--- config.mk ---
export PLATFORM = sky130hd
export DESIGN_NAME = hdlc_rx_channel_flat
export DESIGN_NICKNAME = d
export VERILOG_FILES = /design/src/rtl/hdlc_rx_channel_if.sv /design/src/rtl/hdlc_rx_channel.sv /design/src/flat_wrapper.sv
export SDC_FILE = /design/constraint.sdc
export NUM_CORES = 1
export LEC_CHECK = 0
export BUFFER_PORTS_ARGS = -buffer_cell sky130_fd_sc_hd__buf_4
export CORE_ASPECT_RATIO = 0.5
export CORE_MARGIN = 10
export CORE_UTILIZATION = 28
export DETAILED_ROUTE_END_ITERATION = 8
export GPL_TIMING_DRIVEN = 0
export MAX_ROUTING_LAYER = met4
export PLACE_DENSITY = 0.47
export SLEW_MARGIN = 10
export SYNTH_ARGS = -nofsm -noshare
export SYNTH_HDL_FRONTEND = slang
export SYNTH_SLANG_ARGS = --single-unit
--- constraint.sdc ---
create_clock -name Clk -period 1.95 [get_ports Clk]
set_input_delay 0.0975 -clock Clk [delete_from_list [all_inputs] [get_ports Clk]]
set_output_delay 0.0975 -clock Clk [all_outputs]
set_load 0.005 [all_outputs]
--- src/rtl/hdlc_rx_channel_if.sv ---
// ----------------------------------------------------------------------------
// hdlc_rx_channel_if
// Signal bundle between the serial pins and the HDLC receive channel.
//   Rx, RxEN          raw serial bit and its bit strobe
//   Rx_Data           assembled byte, valid while Rx_ValidByte=1
//   Rx_ValidByte      pulse per completed data byte
//   Rx_StartFrame     pulse with the first byte of a frame
//   Rx_EndFrame       pulse at the closing flag of a good frame
//   Rx_FlagDetect     pulse on every flag
//   Rx_AbortDetect    pulse on abort (7th consecutive one)
//   Rx_FrameError     pulse at closing flag of a misaligned frame
//   Rx_Overflow       pulse when a frame exceeds the byte limit
//   Rx_Idle           level, link idle (optional feature)
// slave  : the receive channel (consumes Rx/RxEN, drives the rest)
// master : the pin driver / frame buffer side
// ----------------------------------------------------------------------------
interface hdlc_rx_channel_if;
   logic       Rx;
   logic       RxEN;
   logic [7:0] Rx_Data;
   logic       Rx_ValidByte;
   logic       Rx_StartFrame;
   logic       Rx_EndFrame;
   logic       Rx_FlagDetect;
   logic       Rx_AbortDetect;
   logic       Rx_FrameError;
   logic       Rx_Overflow;
   logic       Rx_Idle;

   modport master (
      output Rx, RxEN,
      input  Rx_Data, Rx_ValidByte, Rx_StartFrame, Rx_EndFrame, Rx_FlagDetect,
             Rx_AbortDetect, Rx_FrameError, Rx_Overflow, Rx_Idle
   );

   modport slave (
      input  Rx, RxEN,
      output Rx_Data, Rx_ValidByte, Rx_StartFrame, Rx_EndFrame, Rx_FlagDetect,
             Rx_AbortDetect, Rx_FrameError, Rx_Overflow, Rx_Idle
   );
endinterface

--- src/rtl/hdlc_rx_channel.sv ---
// ----------------------------------------------------------------------------
// hdlc_rx_channel
// Serial receive front end of the HDLC controller: hunts for 0x7E flags,
// removes stuffed zeros, assembles LSB-first bytes and reports frame events.
// Ports:
//   Clk   system clock, all state on the rising edge
//   Rst   asynchronous active-low reset
//   bus   hdlc_rx_channel_if.slave (Rx/RxEN in, byte and event pulses out)
// Optional feature: define HDLC_RX_IDLE_DETECT_EN to enable link-idle
// detection (Rx_Idle after IDLE_ONES raw ones); otherwise Rx_Idle is 0.
// ----------------------------------------------------------------------------
module hdlc_rx_channel #(
   parameter int MAX_FRAME_BYTES = 128,
   parameter int IDLE_ONES       = 15
) (
   input  logic             Clk,
   input  logic             Rst,
   hdlc_rx_channel_if.slave bus
);
   localparam int              BC_W   = $clog2(MAX_FRAME_BYTES + 1);
   localparam logic [BC_W-1:0] BC_MAX = BC_W'(MAX_FRAME_BYTES);
   localparam logic [BC_W-1:0] BC_ONE = BC_W'(1);

   // Reject parameter values that make the counters meaningless.
   if (MAX_FRAME_BYTES < 1 || IDLE_ONES < 1) begin : g_param_check
      $error("hdlc_rx_channel: MAX_FRAME_BYTES and IDLE_ONES must be >= 1");
   end

   typedef enum logic {HUNT = 1'b0, FRAME = 1'b1} state_t;

   state_t          state_r, state_s;
   logic [2:0]      ones_r, ones_s;
   // Delay line: bit 0 is the newest sample, bit 7 the one about to leave.
   logic [7:0]      line_bit_r, line_bit_s;
   logic [7:0]      line_drop_r, line_drop_s;
   logic [7:0]      line_valid_r, line_valid_s;
   logic [7:0]      shift_r, shift_s, shift_cat_s;
   logic [2:0]      bit_cnt_r, bit_cnt_s;
   logic [BC_W-1:0] byte_cnt_r, byte_cnt_s;
   logic [7:0]      data_r, data_s;
   logic            valid_r, valid_s, start_r, start_s, end_r, end_s;
   logic            flag_r, flag_s, abort_r, abort_s, err_r, err_s, ovf_r, ovf_s;
   logic            is_drop_s, is_flag_s, is_abort_s, commit_s;

`ifdef HDLC_RX_IDLE_DETECT_EN
   localparam int                IDLE_W   = $clog2(IDLE_ONES + 1);
   localparam logic [IDLE_W-1:0] IDLE_MAX = IDLE_W'(IDLE_ONES);
   localparam logic [IDLE_W-1:0] IDLE_ONE = IDLE_W'(1);
   logic [IDLE_W-1:0] idle_cnt_r, idle_cnt_s;
   logic              idle_r, idle_s;
`endif

   // Next-state and datapath decode for one strobed bit.
   always_comb begin
      state_s      = state_r;
      ones_s       = ones_r;
      line_bit_s   = line_bit_r;
      line_drop_s  = line_drop_r;
      line_valid_s = line_valid_r;
      shift_s      = shift_r;
      bit_cnt_s    = bit_cnt_r;
      byte_cnt_s   = byte_cnt_r;
      data_s       = data_r;
      valid_s      = 1'b0;
      start_s      = 1'b0;
      end_s        = 1'b0;
      flag_s       = 1'b0;
      abort_s      = 1'b0;
      err_s        = 1'b0;
      ovf_s        = 1'b0;
      is_drop_s    = 1'b0;
      is_flag_s    = 1'b0;
      is_abort_s   = 1'b0;
      commit_s     = 1'b0;
      shift_cat_s  = {line_bit_r[7], shift_r[7:1]};
`ifdef HDLC_RX_IDLE_DETECT_EN
      idle_cnt_s   = idle_cnt_r;
      idle_s       = idle_r;
`endif
      if (bus.RxEN) begin
         // Classification uses the run length before this bit is counted.
         is_drop_s  = !bus.Rx && (ones_r == 3'd5);
         is_flag_s  = !bus.Rx && (ones_r == 3'd6);
         is_abort_s =  bus.Rx && (ones_r == 3'd6);
         if (bus.Rx) begin
            ones_s = (ones_r == 3'd7) ? 3'd7 : ones_r + 3'd1;
         end else begin
            ones_s = 3'd0;
         end
         line_bit_s   = {line_bit_r[6:0], bus.Rx};
         line_drop_s  = {line_drop_r[6:0], is_drop_s};
         line_valid_s = {line_valid_r[6:0], 1'b1};

         // The 8-deep line guarantees flag bits never reach the byte
         // assembler: they are still inside it when the flag is recognised.
         commit_s = line_valid_r[7] && !line_drop_r[7] && (state_r == FRAME);
         if (commit_s) begin
            shift_s = shift_cat_s;
            if (bit_cnt_r == 3'd7) begin
               bit_cnt_s = 3'd0;
               if (byte_cnt_r == BC_MAX) begin
                  ovf_s   = 1'b1;
                  state_s = HUNT;
               end else begin
                  byte_cnt_s = byte_cnt_r + BC_ONE;
                  data_s     = shift_cat_s;
                  valid_s    = 1'b1;
                  start_s    = (byte_cnt_r == '0);
               end
            end else begin
               bit_cnt_s = bit_cnt_r + 3'd1;
            end
         end else begin
            shift_s = shift_r;
         end

         // Flag/abort act on the counters as already updated by the commit.
         case ({is_flag_s, is_abort_s})
            2'b10: begin
               line_valid_s = 8'h00;
               flag_s       = 1'b1;
               if (state_s == FRAME && byte_cnt_s != '0) begin
                  end_s = (bit_cnt_s == 3'd0);
                  err_s = (bit_cnt_s != 3'd0);
               end else begin
                  end_s = 1'b0;
               end
               state_s    = FRAME;
               bit_cnt_s  = 3'd0;
               byte_cnt_s = '0;
            end
            2'b01: begin
               line_valid_s = 8'h00;
               abort_s      = 1'b1;
               state_s      = HUNT;
               bit_cnt_s    = 3'd0;
               byte_cnt_s   = '0;
            end
            default: begin
               commit_s = commit_s;
            end
         endcase

`ifdef HDLC_RX_IDLE_DETECT_EN
         if (bus.Rx) begin
            idle_cnt_s = (idle_cnt_r == IDLE_MAX) ? IDLE_MAX : idle_cnt_r + IDLE_ONE;
            idle_s     = (idle_cnt_s == IDLE_MAX);
         end else begin
            idle_cnt_s = '0;
            idle_s     = 1'b0;
         end
         if (idle_s) begin
            state_s = HUNT;
         end else begin
            idle_cnt_s = idle_cnt_s;
         end
`endif
      end else begin
         ones_s = ones_r;
      end
   end

   // HUNT/FRAME state register.
   always_ff @(posedge Clk or negedge Rst) begin
      if (!Rst) begin
         state_r <= HUNT;
      end else begin
         state_r <= state_s;
      end
   end

   // Datapath registers and registered event outputs.
   always_ff @(posedge Clk or negedge Rst) begin
      if (!Rst) begin
         ones_r       <= 3'd0;
         line_bit_r   <= 8'h00;
         line_drop_r  <= 8'h00;
         line_valid_r <= 8'h00;
         shift_r      <= 8'h00;
         bit_cnt_r    <= 3'd0;
         byte_cnt_r   <= '0;
         data_r       <= 8'h00;
         valid_r      <= 1'b0;
         start_r      <= 1'b0;
         end_r        <= 1'b0;
         flag_r       <= 1'b0;
         abort_r      <= 1'b0;
         err_r        <= 1'b0;
         ovf_r        <= 1'b0;
      end else begin
         ones_r       <= ones_s;
         line_bit_r   <= line_bit_s;
         line_drop_r  <= line_drop_s;
         line_valid_r <= line_valid_s;
         shift_r      <= shift_s;
         bit_cnt_r    <= bit_cnt_s;
         byte_cnt_r   <= byte_cnt_s;
         data_r       <= data_s;
         valid_r      <= valid_s;
         start_r      <= start_s;
         end_r        <= end_s;
         flag_r       <= flag_s;
         abort_r      <= abort_s;
         err_r        <= err_s;
         ovf_r        <= ovf_s;
      end
   end

`ifdef HDLC_RX_IDLE_DETECT_EN
   // Raw-ones run counter and idle level.
   always_ff @(posedge Clk or negedge Rst) begin
      if (!Rst) begin
         idle_cnt_r <= '0;
         idle_r     <= 1'b0;
      end else begin
         idle_cnt_r <= idle_cnt_s;
         idle_r     <= idle_s;
      end
   end
   assign bus.Rx_Idle = idle_r;
`else
   assign bus.Rx_Idle = 1'b0;
`endif

   assign bus.Rx_Data        = data_r;
   assign bus.Rx_ValidByte   = valid_r;
   assign bus.Rx_StartFrame  = start_r;
   assign bus.Rx_EndFrame    = end_r;
   assign bus.Rx_FlagDetect  = flag_r;
   assign bus.Rx_AbortDetect = abort_r;
   assign bus.Rx_FrameError  = err_r;
   assign bus.Rx_Overflow    = ovf_r;
endmodule
--- src/flat_wrapper.sv ---
// flat-port wrapper written by rule: the top's interface ports become plain ports
module hdlc_rx_channel_flat 
#(
   parameter int MAX_FRAME_BYTES = 128,
   parameter int IDLE_ONES       = 15
)
  (Clk, Rst, bus_Rx, bus_RxEN, bus_Rx_Data, bus_Rx_ValidByte, bus_Rx_StartFrame, bus_Rx_EndFrame, bus_Rx_FlagDetect, bus_Rx_AbortDetect, bus_Rx_FrameError, bus_Rx_Overflow, bus_Rx_Idle);
  hdlc_rx_channel_if bus_i ();
  input  logic Clk;
  input  logic Rst;
  input wire logic [$bits(bus_i.Rx)-1:0] bus_Rx;
  input wire logic [$bits(bus_i.RxEN)-1:0] bus_RxEN;
  output wire logic [$bits(bus_i.Rx_Data)-1:0] bus_Rx_Data;
  output wire logic [$bits(bus_i.Rx_ValidByte)-1:0] bus_Rx_ValidByte;
  output wire logic [$bits(bus_i.Rx_StartFrame)-1:0] bus_Rx_StartFrame;
  output wire logic [$bits(bus_i.Rx_EndFrame)-1:0] bus_Rx_EndFrame;
  output wire logic [$bits(bus_i.Rx_FlagDetect)-1:0] bus_Rx_FlagDetect;
  output wire logic [$bits(bus_i.Rx_AbortDetect)-1:0] bus_Rx_AbortDetect;
  output wire logic [$bits(bus_i.Rx_FrameError)-1:0] bus_Rx_FrameError;
  output wire logic [$bits(bus_i.Rx_Overflow)-1:0] bus_Rx_Overflow;
  output wire logic [$bits(bus_i.Rx_Idle)-1:0] bus_Rx_Idle;
  assign bus_i.Rx = bus_Rx;
  assign bus_i.RxEN = bus_RxEN;
  assign bus_Rx_Data = bus_i.Rx_Data;
  assign bus_Rx_ValidByte = bus_i.Rx_ValidByte;
  assign bus_Rx_StartFrame = bus_i.Rx_StartFrame;
  assign bus_Rx_EndFrame = bus_i.Rx_EndFrame;
  assign bus_Rx_FlagDetect = bus_i.Rx_FlagDetect;
  assign bus_Rx_AbortDetect = bus_i.Rx_AbortDetect;
  assign bus_Rx_FrameError = bus_i.Rx_FrameError;
  assign bus_Rx_Overflow = bus_i.Rx_Overflow;
  assign bus_Rx_Idle = bus_i.Rx_Idle;
  hdlc_rx_channel #(.MAX_FRAME_BYTES(MAX_FRAME_BYTES), .IDLE_ONES(IDLE_ONES)) u_core (.Clk(Clk), .Rst(Rst), .bus(bus_i));
endmodule
==> impl_metrics.json <==
{
  "clock_latency_ns": 0.32,
  "start_kind": "register",
  "firstDrtPassIters": 6,
  "synth-edff-count": 0,
  "syn_nets": 246,
  "worst_hold_path.endpoint": "u_core.bus.Rx_FlagDetect$_DFF_PN0_",
  "final_cell_mix": "dfrtp_1 (61), buf_4 (30), mux2_2 (30)",
  "finalSetupViolations": 1,
  "internal_power_w": 0.00252,
  "core_um2": 9540,
  "criticalPathCategory": "reg -> reg",
  "fin_crit_ns": 2.00,
  "rows": 25,
  "fill_cells": 936,
  "yosys.area.top_type": "dfrtp_1",
  "hold_depth": 2,
  "period_share_pct": 103,
  "async_flop_share_pct": 100,
  "io_buffers": 17,
  "synth_seq_area_share_pct": 55.1,
  "endpoint_kind": "register",
  "synth.top_cell.area_share_pct": 55.1,
  "seq_power_share_pct": 43.4,
  "rr_startpoint": "u_core.bit_cnt_r[0]$_DFFE_PN0P_",
  "dp_hpwl_um": 3840,
  "cellLeakagePower_nw": 1.74,
  "grt_pass1_vias": 1932,
  "r2r-end": "u_core.bus.Rx_FrameError$_DFF_PN0_",
  "r2r_cells": 7,
  "grt_use_total_pct": 8.53,
  "required_ns": 2.15,
  "root_buffer": "clkbuf_16",
  "outcome": "finished with violations",
  "final_hold_viol_count": 0,
  "dpl_worst_slack_ns": -0.421,
  "crit_arrival_ns": 2.20,
  "die-height_um": 90.4,
  "cp_max_fo": 7,
  "maxSlewViolCount": 0,
  "maxCapViolations": 0,
  "grt_max_degree": 62,
  "cts_made_buffers": 9,
  "cts_tree": "yes",
  "drcViolationCount": 0,
  "fin_skew_ns": 0.00436,
  "min_from": "bus_Rx",
  "whs_ns": 0.0260,
  "final_layout_size_suffix_gt1_share_pct": 35.8,
  "ys_ff_latch": 61,
  "viasPerCell": 4.52,
  "grt-ovfl-total": 0,
  "nets": 286,
  "synth-main-ff-cell": "dfrtp_1",
  "avgSynthCellArea_um2": 11.8,
  "drt-initial-drc-count": 112,
  "fin_util_pct": 37.3,
  "die_w_um": 161,
  "h-tree-depth": 3,
  "synth_cell_types": 48,
  "slew_headroom_pct": 48.5,
  "p_per_area_nw_per_um2": 914,
  "clk_pin_slew_ns": 0.05,
  "drt.antenna.violating_nets": 0,
  "vias": 1871,
  "violations": "setup timing",
  "cts_buffer_depth": 2,
  "multi_input_area_um2": 1200,
  "start_util_pct": 29.1,
  "rsz0062_at_grt": "true",
  "gp_congestion": 0.774,
  "power_switching_w": 0.000732,
  "swShare_pct": 22.5,
  "p_comb_share_pct": 8.2,
  "wl_per_cell_um": 14.1,
  "rrSetupSlack_ns": -0.05,
  "yosysWarnings": 0,
  "fmax_ghz": 0.500,
  "antenna_found_initial": 0,
  "synth.area.top_cells": "dfrtp_1 (55%), mux2_2 (12%), ha_1 (3.2%), o21ai_0 (2.9%), inv_1 (2.3%)",
  "worst_pin_slew_ns": 0.773,
  "fin_ws_ns": -0.0509,
  "insertedDiodeCount": 0,
  "io_pins": 20,
  "final-seq-area_um2": 1530,
  "die_area_um2": 14500,
  "synth_area_um2": 2770,
  "peakVddDrop_v": 0.000286,
  "clockPowerShare_pct": 48.4,
  "grt_pass1_wl_um": 9760,
  "wl_um": 5830,
  "syn-instance-count": 235,
  "clock_sinks": 61,
  "final_common_cell": "dfrtp_1",
  "area_delta_synth_final_pct": 28.5,
  "worstHoldPathType": "in -> reg"
}
[flip-flops by register name (all words and copies together), names as in the netlist]
register and flops:
u_core.bus.Rx_Data 8, u_core.byte_cnt_r 8, u_core.line_bit_r 8, u_core.line_drop_r 8, u_core.line_valid_r 8, u_core.shift_r 7
u_core.bit_cnt_r 3, u_core.ones_r 3, u_core.bus.Rx_AbortDetect 1, u_core.bus.Rx_EndFrame 1, u_core.bus.Rx_FlagDetect 1, u_core.bus.Rx_FrameError 1
u_core.bus.Rx_Overflow 1, u_core.bus.Rx_StartFrame 1, u_core.bus.Rx_ValidByte 1, u_core.state_r 1
[synthesized netlist by cell type (2+ instances only)]
master,count
nor4_1,2
ha_1,7
a32o_1,2
buf_1,2
nor2b_1,2
nor3_1,2
nor2_1,11
mux2i_1,2
clkbuf_8,2
a21oi_1,3
a22o_1,2
nand3_1,7
nand2_1,17
o21ai_0,16
inv_1,17
dfrtp_1,61
or4_1,2
xnor2_1,4
and2_1,3
mux2_2,30
clkbuf_1,4
nor4b_1,2
buf_2,2
o22ai_1,9
[stage by stage]
stage	cell area, um2	TNS, ns	power [W]	cells
4_1_cts	3510	-0.00257	0.00329	412
3_3_place_gp	3070	-1.39	0.00167	387
6_report	3560	-0.0509	0.00325	414
3_5_place_dp	3070	-1.72	0.00169	387
2_1_floorplan	2770	0	0.00160	235
5_1_grt	3560	-0.244	0.00341	414
[critical path, stage by stage (launching register included)]
cell,delay (ns)
dfrtp_1,0.35
ha_2,0.19
ha_4,0.17
nand4b_4,0.19
nor3_4,0.24
mux2i_2,0.30
nor4_2,0.09
nor4_1,0.34
[timing repair]
action | CTS | global route
setup endpoints to repair | 14 | 13
gates resized for setup | 13 | 9
buffers inserted | 9 | 2
pin swaps | 3 | 2
hold endpoints to repair | 61 | 0
hold buffers | 1 | 0
gates cloned | 0 | 0
[cell type report]
cell class                      count  share of cell area [%]
Inverter                           17                    1.79
Buffer                             12                    2.32
Tap cell                          135                    4.74
Timing Repair Buffer               29                    6.18
Sequential cell                    61                    42.9
Multi-Input combinational cell    145                    33.6
Clock buffer                       12                    7.20
Clock inverter                      3                    1.26
[worst max-delay path by stage]
stage / slack (ns) / cells past startpoint / to / from
after global routing: -0.12 / 7 / u_core.bus.Rx_FrameError$_DFF_PN0_ / u_core.byte_cnt_r[0]$_DFFE_PN0P_
after CTS: -0.003 / 7 / u_core.bus.Rx_FrameError$_DFF_PN0_ / u_core.bit_cnt_r[0]$_DFFE_PN0P_
after floorplan: 0.02 / 7 / u_core.bus.Rx_FrameError$_DFF_PN0_ / u_core.bit_cnt_r[0]$_DFFE_PN0P_
after detailed placement: -0.42 / 7 / u_core.bus.Rx_EndFrame$_DFF_PN0_ / u_core.bit_cnt_r[0]$_DFFE_PN0P_
final: -0.05 / 7 / u_core.bus.Rx_FrameError$_DFF_PN0_ / u_core.bit_cnt_r[0]$_DFFE_PN0P_
after global placement: -0.38 / 7 / u_core.bus.Rx_EndFrame$_DFF_PN0_ / u_core.bit_cnt_r[0]$_DFFE_PN0P_
[cells by family (layout without fill, tap and decap cells)]
group                    after synthesis  after routing  synth area share (%)
AO/OA/AOI/OAI                         39             39                  8.89
XOR/XNOR                               4              4                  1.26
adder cells (fa/ha/maj)                7              7                  3.16
buffers and inverters                 29             73                  5.14
flip-flops                            61             61                  55.1
multiplexers                          32             32                  12.9
other                                  1              1                 0.135
AND/OR/NAND/NOR                       62             62                  13.4
[power groups by stage]
stage	clock network (W)	registers, W	logic, W
after floorplan	0	0.00141	0.000188
after global routing	0.00169	0.00142	0.000302
after detailed placement	0	0.00143	0.000256
after CTS	0.00162	0.00141	0.000265
after global placement	0	0.00142	0.000248
final	0.00158	0.00141	0.000267
[per-layer routing]
metal  vias up  part of all wire, %  track usage, %
met5         -                    0               -
met4         0                  1.6            4.22
met2        21                   46            12.5
met3         6                  3.4            2.68
met1       943                   49            10.4
li1        901                    -               -
(Power assumes the default switching activity.)
